`src/rtl/spike_event_logger.sv`:
```
// Timestamps rising edges of a spike line and queues {wrap, ts} events in a small FIFO.
// Events that arrive while the FIFO is full are counted in a saturating drop counter.
module spike_event_logger #(
  parameter int TS_W  = 8,
  parameter int DEPTH = 4
) (
  input  logic                     clk,
  input  logic                     reset_n,
  input  logic                     enable,
  input  logic                     spike_in,
  input  logic                     evt_ready,
  output logic                     evt_valid,
  output logic [TS_W-1:0]          evt_ts,
  output logic                     evt_wrap,
  output logic [$clog2(DEPTH):0]   fifo_count,
  output logic [7:0]               drop_cnt
);

  localparam int AW = $clog2(DEPTH);
  localparam int CW = AW + 1;

  typedef struct packed {
    logic            wrap;
    logic [TS_W-1:0] ts;
  } evt_t;

  evt_t            mem_q [DEPTH];
  logic [AW-1:0]   rd_ptr_q, rd_ptr_d, wr_ptr_q, wr_ptr_d;
  logic [CW-1:0]   cnt_q, cnt_d;
  logic [TS_W-1:0] ts_q, ts_d;
  logic            spike_prev_q;
  logic            wrap_pend_q, wrap_pend_d;
  logic [7:0]      drop_q, drop_d;

  logic full, pop, det, push, drop, ts_wrap;
  evt_t head;

  assign evt_valid = (cnt_q != '0);
  assign full      = (cnt_q == CW'(DEPTH));
  assign pop       = evt_valid & evt_ready;
  assign det       = enable & spike_in & ~spike_prev_q;
  // A full FIFO still accepts the event when the head leaves on the same edge.
  assign push      = det & (~full | pop);
  assign drop      = det & ~push;
  assign ts_wrap   = enable & (&ts_q);

  always_comb begin
    ts_d        = ts_q;
    wrap_pend_d = wrap_pend_q;
    rd_ptr_d    = rd_ptr_q;
    wr_ptr_d    = wr_ptr_q;
    cnt_d       = cnt_q;
    drop_d      = drop_q;
    if (enable) ts_d = ts_q + TS_W'(1);
    // A wrap on the write edge belongs to the next event, so it wins over the clear.
    if (ts_wrap)   wrap_pend_d = 1'b1;
    else if (push) wrap_pend_d = 1'b0;
    if (push) wr_ptr_d = wr_ptr_q + AW'(1);
    if (pop)  rd_ptr_d = rd_ptr_q + AW'(1);
    cnt_d = cnt_q + CW'(push) - CW'(pop);
    if (drop && drop_q != 8'hFF) drop_d = drop_q + 8'd1;
  end

  always_ff @(posedge clk) begin
    if (!reset_n) begin
      ts_q         <= '0;
      spike_prev_q <= 1'b0;
      wrap_pend_q  <= 1'b0;
      rd_ptr_q     <= '0;
      wr_ptr_q     <= '0;
      cnt_q        <= '0;
      drop_q       <= '0;
    end else begin
      ts_q         <= ts_d;
      spike_prev_q <= spike_in;
      wrap_pend_q  <= wrap_pend_d;
      rd_ptr_q     <= rd_ptr_d;
      wr_ptr_q     <= wr_ptr_d;
      cnt_q        <= cnt_d;
      drop_q       <= drop_d;
    end
  end

  always_ff @(posedge clk) begin
    if (reset_n && push) mem_q[wr_ptr_q] <= '{wrap: wrap_pend_q, ts: ts_q};
  end

  assign head       = mem_q[rd_ptr_q];
  assign evt_ts     = evt_valid ? head.ts : '0;
  assign evt_wrap   = evt_valid ? head.wrap : 1'b0;
  assign fifo_count = cnt_q;
  assign drop_cnt   = drop_q;

endmodule

```
`config.mk`:
```
export PLATFORM = sky130hd
export DESIGN_NAME = spike_event_logger
export DESIGN_NICKNAME = d
export VERILOG_FILES = /design/src/rtl/spike_event_logger.sv
export SDC_FILE = /design/constraint.sdc
export NUM_CORES = 1
export LEC_CHECK = 0
export ABC_CLOCK_PERIOD_IN_PS = 3900
export BUFFER_PORTS_ARGS = -buffer_cell sky130_fd_sc_hd__buf_2
export CAP_MARGIN = 40
export CORE_ASPECT_RATIO = 2
export CORE_MARGIN = 5
export CORE_UTILIZATION = 50
export CTS_BUF_LIST = sky130_fd_sc_hd__clkbuf_8
export DETAILED_ROUTE_END_ITERATION = 12
export PLACE_DENSITY = 0.73
export SYNTH_ARGS = -nofsm -noshare
export SYNTH_HDL_FRONTEND = slang
export SYNTH_SLANG_ARGS = --single-unit
export TNS_END_PERCENT = 30
```
`constraint.sdc`:
```
create_clock -name clk -period 3.9 [get_ports clk]
set_input_delay 1.17 -clock clk [delete_from_list [all_inputs] [get_ports clk]]
set_output_delay 1.17 -clock clk [all_outputs]
set_load 0.05 [all_outputs]
```
== After elaboration in Yosys (flattened, before gate mapping) ==
Memories as Yosys holds them, arrays and structs flattened. A register that Yosys moved wholly into a read port is not among the register bits.
Index checks and enable logic that the tools add are counted.

* Memories kept: 1
* Register bits after elaboration: 25
* Output and inout bits: 21
* Memory bits (writable): 36

{| class="wikitable"
|+ Memory list
! memory !! depth !! bits a word !! rd ports !! clocked after Yosys merged registers in !! wr ports !! line !! source
|-
| mem_q || 4 || 9 || 1 || 1 || 1 || 27 || <nowiki>evt_t mem_q [DEPTH];</nowiki>
|}

* Reductions and logical operators: 5
* Bitwise gates (word level): 10
* Equal/unequal tests: 2
* Muxes and demuxes: 8
* $add $sub $neg: 6

{| class="wikitable"
|+ Operator list
! kind !! count
|-
| adder 8 x 1 -> 8 bit, second input constant || 2
|-
| two-way mux 8 bit || 1
|-
| != test 8 bit, second input constant || 1
|-
| AND reduction 8 bit || 1
|-
| AND 1 bit || 6
|-
| two-way mux 1 bit || 5
|-
| adder 2 x 1 -> 2 bit, second input constant || 2
|-
| two-way mux 2 bit || 2
|-
| adder 3 x 1 -> 3 bit || 1
|-
| equality test 3 bit, second input constant || 1
|-
| NOT 1 bit || 3
|-
| nonzero test 3 bit || 1
|-
| subtractor 3 x 1 -> 3 bit || 1
|-
| logical AND 1 bit || 2
|-
| nonzero test 2 bit || 1
|-
| bitwise OR 1 bit || 1
|}

== Logic depth before layout (Yosys ltp) ==
* Word-level depth: 7
* Mapped depth: 12

== Least setup slack after synthesis ==
No wires, ideal clock.

* Kind: register to output
* From: register cnt_q[1] (netlist: fifo_count[1])
* To: output port evt_ts[0]
* Cell stages (with the launch flop): 4
* Setup slack: 0.675 ns
* Data required time: 2.730 ns
* Arrival time: 2.055 ns
* Buffers on the path: 1
* Cells stage by stage: dfxtp_1 -> or3_1 -> clkbuf_1 -> and2_1

* Word-level cells in the longest chain between the ends: 2

{| class="wikitable"
|+ Ends and longest elaborated chain
! item !! line !! source
|-
| start, declared || 29 || <nowiki>logic [CW-1:0] cnt_q, cnt_d;</nowiki>
|-
| start signal, assigned || 79 || <nowiki>cnt_q <= cnt_d;</nowiki>
|-
| nonzero test 3 bit || 38 || <nowiki>assign evt_valid = (cnt_q != '0);</nowiki>
|-
| via evt_valid || 12 || <nowiki>output logic evt_valid,</nowiki>
|-
| two-way mux 8 bit || 89 || <nowiki>assign evt_ts = evt_valid ? head.ts : '0;</nowiki>
|-
| end, declared || 13 || <nowiki>output logic [TS_W-1:0] evt_ts,</nowiki>
|}

The timed path passes the listed nets, and every way through them passes these cells.

==> results.sh <==
export IMPL_tns_ps=0
export IMPL_finalSetupViolCount=0
export IMPL_global_route_wire_length_before_repair_mm=7.63
export IMPL_tightestPinTransition_ps=726
export IMPL_ys_seq_area_share_pct=63.2
export IMPL_floorplan_rows=37
export IMPL_numnets_final=230
export IMPL_cts_hold_buffers=0
export IMPL_timing_slew_headroom_pct=51.6
export IMPL_irDropWorstVdd_v=0.000429
export IMPL_clock_insertion_delay_worst_skew_ps=330
export IMPL_worst_r2r_endpoint="fifo_count[2]"
export IMPL_crit_arrival_ps=1980
export IMPL_unique_cell_type_count_in_the_yosys_netlist=31
export IMPL_synth_net_count=200
export IMPL_hold_violations=0
export IMPL_regToRegStartpoint="fifo_count[1]"
export IMPL_grt_max_degree=25
export IMPL_clock_fmax_ghz=0.318
export IMPL_die_area_sq_mm=0.00676
export IMPL_critPathCaptureType="output pin"
export IMPL_synth_largest_area_cell="sky130_fd_sc_hd__edfxtp_1"
export IMPL_pin_count=26
export IMPL_netSwitchingFraction_pct=34.0
export IMPL_routed_wire_length_per_instance_um=15.8
export IMPL_grt_util_all_layers_pct=15.7
export IMPL_cell_internal_pwr_uw=1130
export IMPL_critical_path_max_stage_delay_ps=700
export IMPL_grt_pass1_vias=1599
export IMPL_crit_required_ps=2730
export IMPL_unrepaired_setup_endpoints_after_global_routing="no"
export IMPL_post_cts_clock_slew_at_the_launch_and_capture_registers_of_the_worst_setup_and_hold_paths_ps=60
export IMPL_fin_crit_ps=3150
export IMPL_seq_power_share_pct=46.1
export IMPL_power_frac_comb_pct=27.4
export IMPL_hpwl_detailed_mm=3.19
export IMPL_worstSetupStartpointType="register"
export IMPL_min_from="drop_cnt[7]"
export IMPL_final_layout_size_suffix_gt1_share_pct=22.2
export IMPL_grt_antenna_before_repair=0
export IMPL_worst_hold_path_endpoint="drop_cnt[7]"
export IMPL_dr_pass1_iters=4
export IMPL_final_antenna_net_count=0
export IMPL_post_cts_repair_setup_buffers=0
export IMPL_final_setup_skew_ps=5.25
export IMPL_reported_net_switching_power_uw=584
export IMPL_synthTopCellsByArea="sky130_fd_sc_hd__edfxtp_1 42%, sky130_fd_sc_hd__dfxtp_1 21%, sky130_fd_sc_hd__mux4_2 7.9%"
export IMPL_cts_sinks=63
export IMPL_placed_cells=263
export IMPL_routed_via_count=1512
export IMPL_cap_viol_max_count=0
export IMPL_gp_routability_congestion=0.822
export IMPL_mapped_cells=186
export IMPL_portbufs=25
export IMPL_clock_tree_from_tritoncts="built"
export IMPL_die_height_um=111
export IMPL_h_tree_levels=3
export IMPL_power_static_leakage_uw=0.00116
export IMPL_antennaDiodeCount=0
export IMPL_worst_path_buf_inv=1
export IMPL_period_share_pct=80.7
export IMPL_floorplan_core_area_sq_mm=0.00509
export IMPL_initial_core_util_pct=50.4
export IMPL_global_route_overflow_total=0
export IMPL_routed_via_density=5.42
export IMPL_gates_resized_cts_repair=0
export IMPL_syn_cell_area_sq_mm=0.00257
export IMPL_power_per_cell_area_mw_per_mm2=591
export IMPL_crit_slowest_cell="sky130_fd_sc_hd__dfxtp_1"
export IMPL_reg_to_reg_setup_timing_slack_ps=1340
export IMPL_postSynthAreaPerCell_sq_um=13.8
export IMPL_cp_max_fo=9
export IMPL_worstHoldPathType="reg -> reg"
export IMPL_critical_path_top_delay_family="flip-flops"
export IMPL_cts_root_buffer_cell="sky130_fd_sc_hd__clkbuf_8"
export IMPL_drt_first_iter_violations=49
export IMPL_remaining_drc_errors=0
export IMPL_worst_r2r_path_depth=10
export IMPL_clock_tree_buffer_depth=2
export IMPL_synthDominantCellAreaShare_pct=42.1
export IMPL_yosys_warnings=0
export IMPL_min_path_cells=2
export IMPL_synth_ff_latch_count=63
export IMPL_cts_made_buffers=9
export IMPL_p_clk_share_pct=26.5
export IMPL_die_width_um=60.7
export IMPL_status="finished clean"
export IMPL_ordered_cell_list_for_the_critical_path="mux4_2 -> and2_1 -> buf_2"
export IMPL_finalWirelength_mm=4.40
export IMPL_timing_setup_critical_path_class="reg -> out"
export IMPL_final_cells=279
export IMPL_areaGrowthSynthToFinish_pct=13.1
export IMPL_maxSlewViolCount=0
==> flip-flops by register name, summed over array words and instances (netlist names), named ones only <==
register	count
fifo_count	3
wrap_pend_q	1
rd_ptr_q	2
mem_q	36
ts_q	8
drop_cnt	8
spike_prev_q	1
wr_ptr_q	2
==> Yosys cell counts <==
| cell type | n |
|---|---|
| sky130_fd_sc_hd__nand4_1 | 3 |
| sky130_fd_sc_hd__buf_1 | 1 |
| sky130_fd_sc_hd__o211ai_2 | 1 |
| sky130_fd_sc_hd__o31ai_1 | 1 |
| sky130_fd_sc_hd__edfxtp_1 | 36 |
| sky130_fd_sc_hd__and2b_1 | 1 |
| sky130_fd_sc_hd__and3b_1 | 1 |
| sky130_fd_sc_hd__clkbuf_1 | 3 |
| sky130_fd_sc_hd__and2_1 | 12 |
| sky130_fd_sc_hd__xor2_1 | 8 |
| sky130_fd_sc_hd__nand3_1 | 6 |
| sky130_fd_sc_hd__nor2_1 | 19 |
| sky130_fd_sc_hd__inv_1 | 6 |
| sky130_fd_sc_hd__nor3_1 | 1 |
| sky130_fd_sc_hd__inv_2 | 1 |
| sky130_fd_sc_hd__o2111ai_1 | 2 |
| sky130_fd_sc_hd__or3_1 | 5 |
| sky130_fd_sc_hd__buf_2 | 2 |
| sky130_fd_sc_hd__a32oi_1 | 1 |
| sky130_fd_sc_hd__mux2i_1 | 2 |
| sky130_fd_sc_hd__or4_1 | 1 |
| sky130_fd_sc_hd__dfxtp_1 | 27 |
| sky130_fd_sc_hd__mux4_2 | 9 |
| sky130_fd_sc_hd__nand2_1 | 6 |
| sky130_fd_sc_hd__and3_1 | 5 |
| sky130_fd_sc_hd__nor4b_4 | 1 |
| sky130_fd_sc_hd__xnor2_1 | 6 |
| sky130_fd_sc_hd__o21ai_0 | 4 |
| sky130_fd_sc_hd__ha_1 | 8 |
| sky130_fd_sc_hd__fa_1 | 1 |
| sky130_fd_sc_hd__a21oi_1 | 6 |
==> how the worst max path moves through the flow <==
stage                             start            end  slack, ps  cells past startpoint
final                          register       evt_wrap        750                      3
after global routing           register       evt_wrap        550                      3
after CTS                      register       evt_wrap        680                      3
after detailed placement      evt_ready  fifo_count[2]        540                     12
after global placement        evt_ready  fifo_count[2]        620                     12
after floorplan           fifo_count[1]      evt_ts[0]        680                      3
==> placed cells by master, fill, tap and decap left out, types with 3 or more instances in the layout <==
cell type	instances
sky130_fd_sc_hd__a21oi_1	6
sky130_fd_sc_hd__and2_1	12
sky130_fd_sc_hd__and3_1	5
sky130_fd_sc_hd__buf_2	25
sky130_fd_sc_hd__clkbuf_8	10
sky130_fd_sc_hd__dfxtp_1	27
sky130_fd_sc_hd__edfxtp_1	36
sky130_fd_sc_hd__ha_1	8
sky130_fd_sc_hd__inv_1	10
sky130_fd_sc_hd__mux4_2	9
sky130_fd_sc_hd__nand2_1	6
sky130_fd_sc_hd__nand3_1	6
sky130_fd_sc_hd__nand4_1	3
sky130_fd_sc_hd__nor2_1	19
sky130_fd_sc_hd__o21ai_0	4
sky130_fd_sc_hd__or3_1	5
sky130_fd_sc_hd__xnor2_1	6
sky130_fd_sc_hd__xor2_1	8
==> per-stage QoR <==
stage	setup WS (ps)	instance area, sq um	hold slack, ps	util (%)	total power (uW)
after floorplan	675	2570	461	-	1190
after global placement	624	2740	484	53.8	1280
after detailed placement	536	2740	489	53.8	1290
after CTS	678	2900	503	57.0	1740
after global routing	548	2900	538	57.0	1830
final	751	2900	508	57.0	1720
==> cells by family (layout without fill, tap and decap cells) <==
family / after synthesis / after routing / synth area share (%)
multiplexers: 11 / 11 / 8.67
AND/OR/NAND/NOR: 61 / 61 / 13.0
XOR/XNOR: 14 / 14 / 4.78
buffers and inverters: 13 / 48 / 2.00
AO/OA/AOI/OAI: 15 / 15 / 3.75
adder cells (fa/ha/maj): 9 / 9 / 4.68
flip-flops: 63 / 63 / 63.2
==> layout make-up <==
cell class,count,area [sq um]
inverter,7,26.3
tap,58,72.6
sequential,63,1620
clock inverter,6,25.0
clock buffer,10,138
timing repair buffer,25,125
fill,463,2190
multi-input combinational,110,895
==> tightest hold or removal path, delay by kind of cell, from the launching register on <==
kind	cells	cell delay [ps]
flip-flops	1	330
AO/OA/AOI/OAI	2	130
==> layer usage <==
metal / vias to the layer above / global-route usage, % / part of all wire [%]
li1: 737 / - / -
met1: 731 / 15.3 / 36
met2: 33 / 27.4 / 57
met3: 11 / 4.76 / 3.9
met4: 0 / 8.68 / 3.3
met5: - / 0 / 0
==> power groups by stage <==
stage	combinational, uW	sequential (uW)	clock [uW]
after floorplan	382	807	0
after global placement	474	808	0
after detailed placement	480	809	0
after CTS	481	794	466
after global routing	514	803	510
final	470	791	454
(Power assumes the default switching activity.)
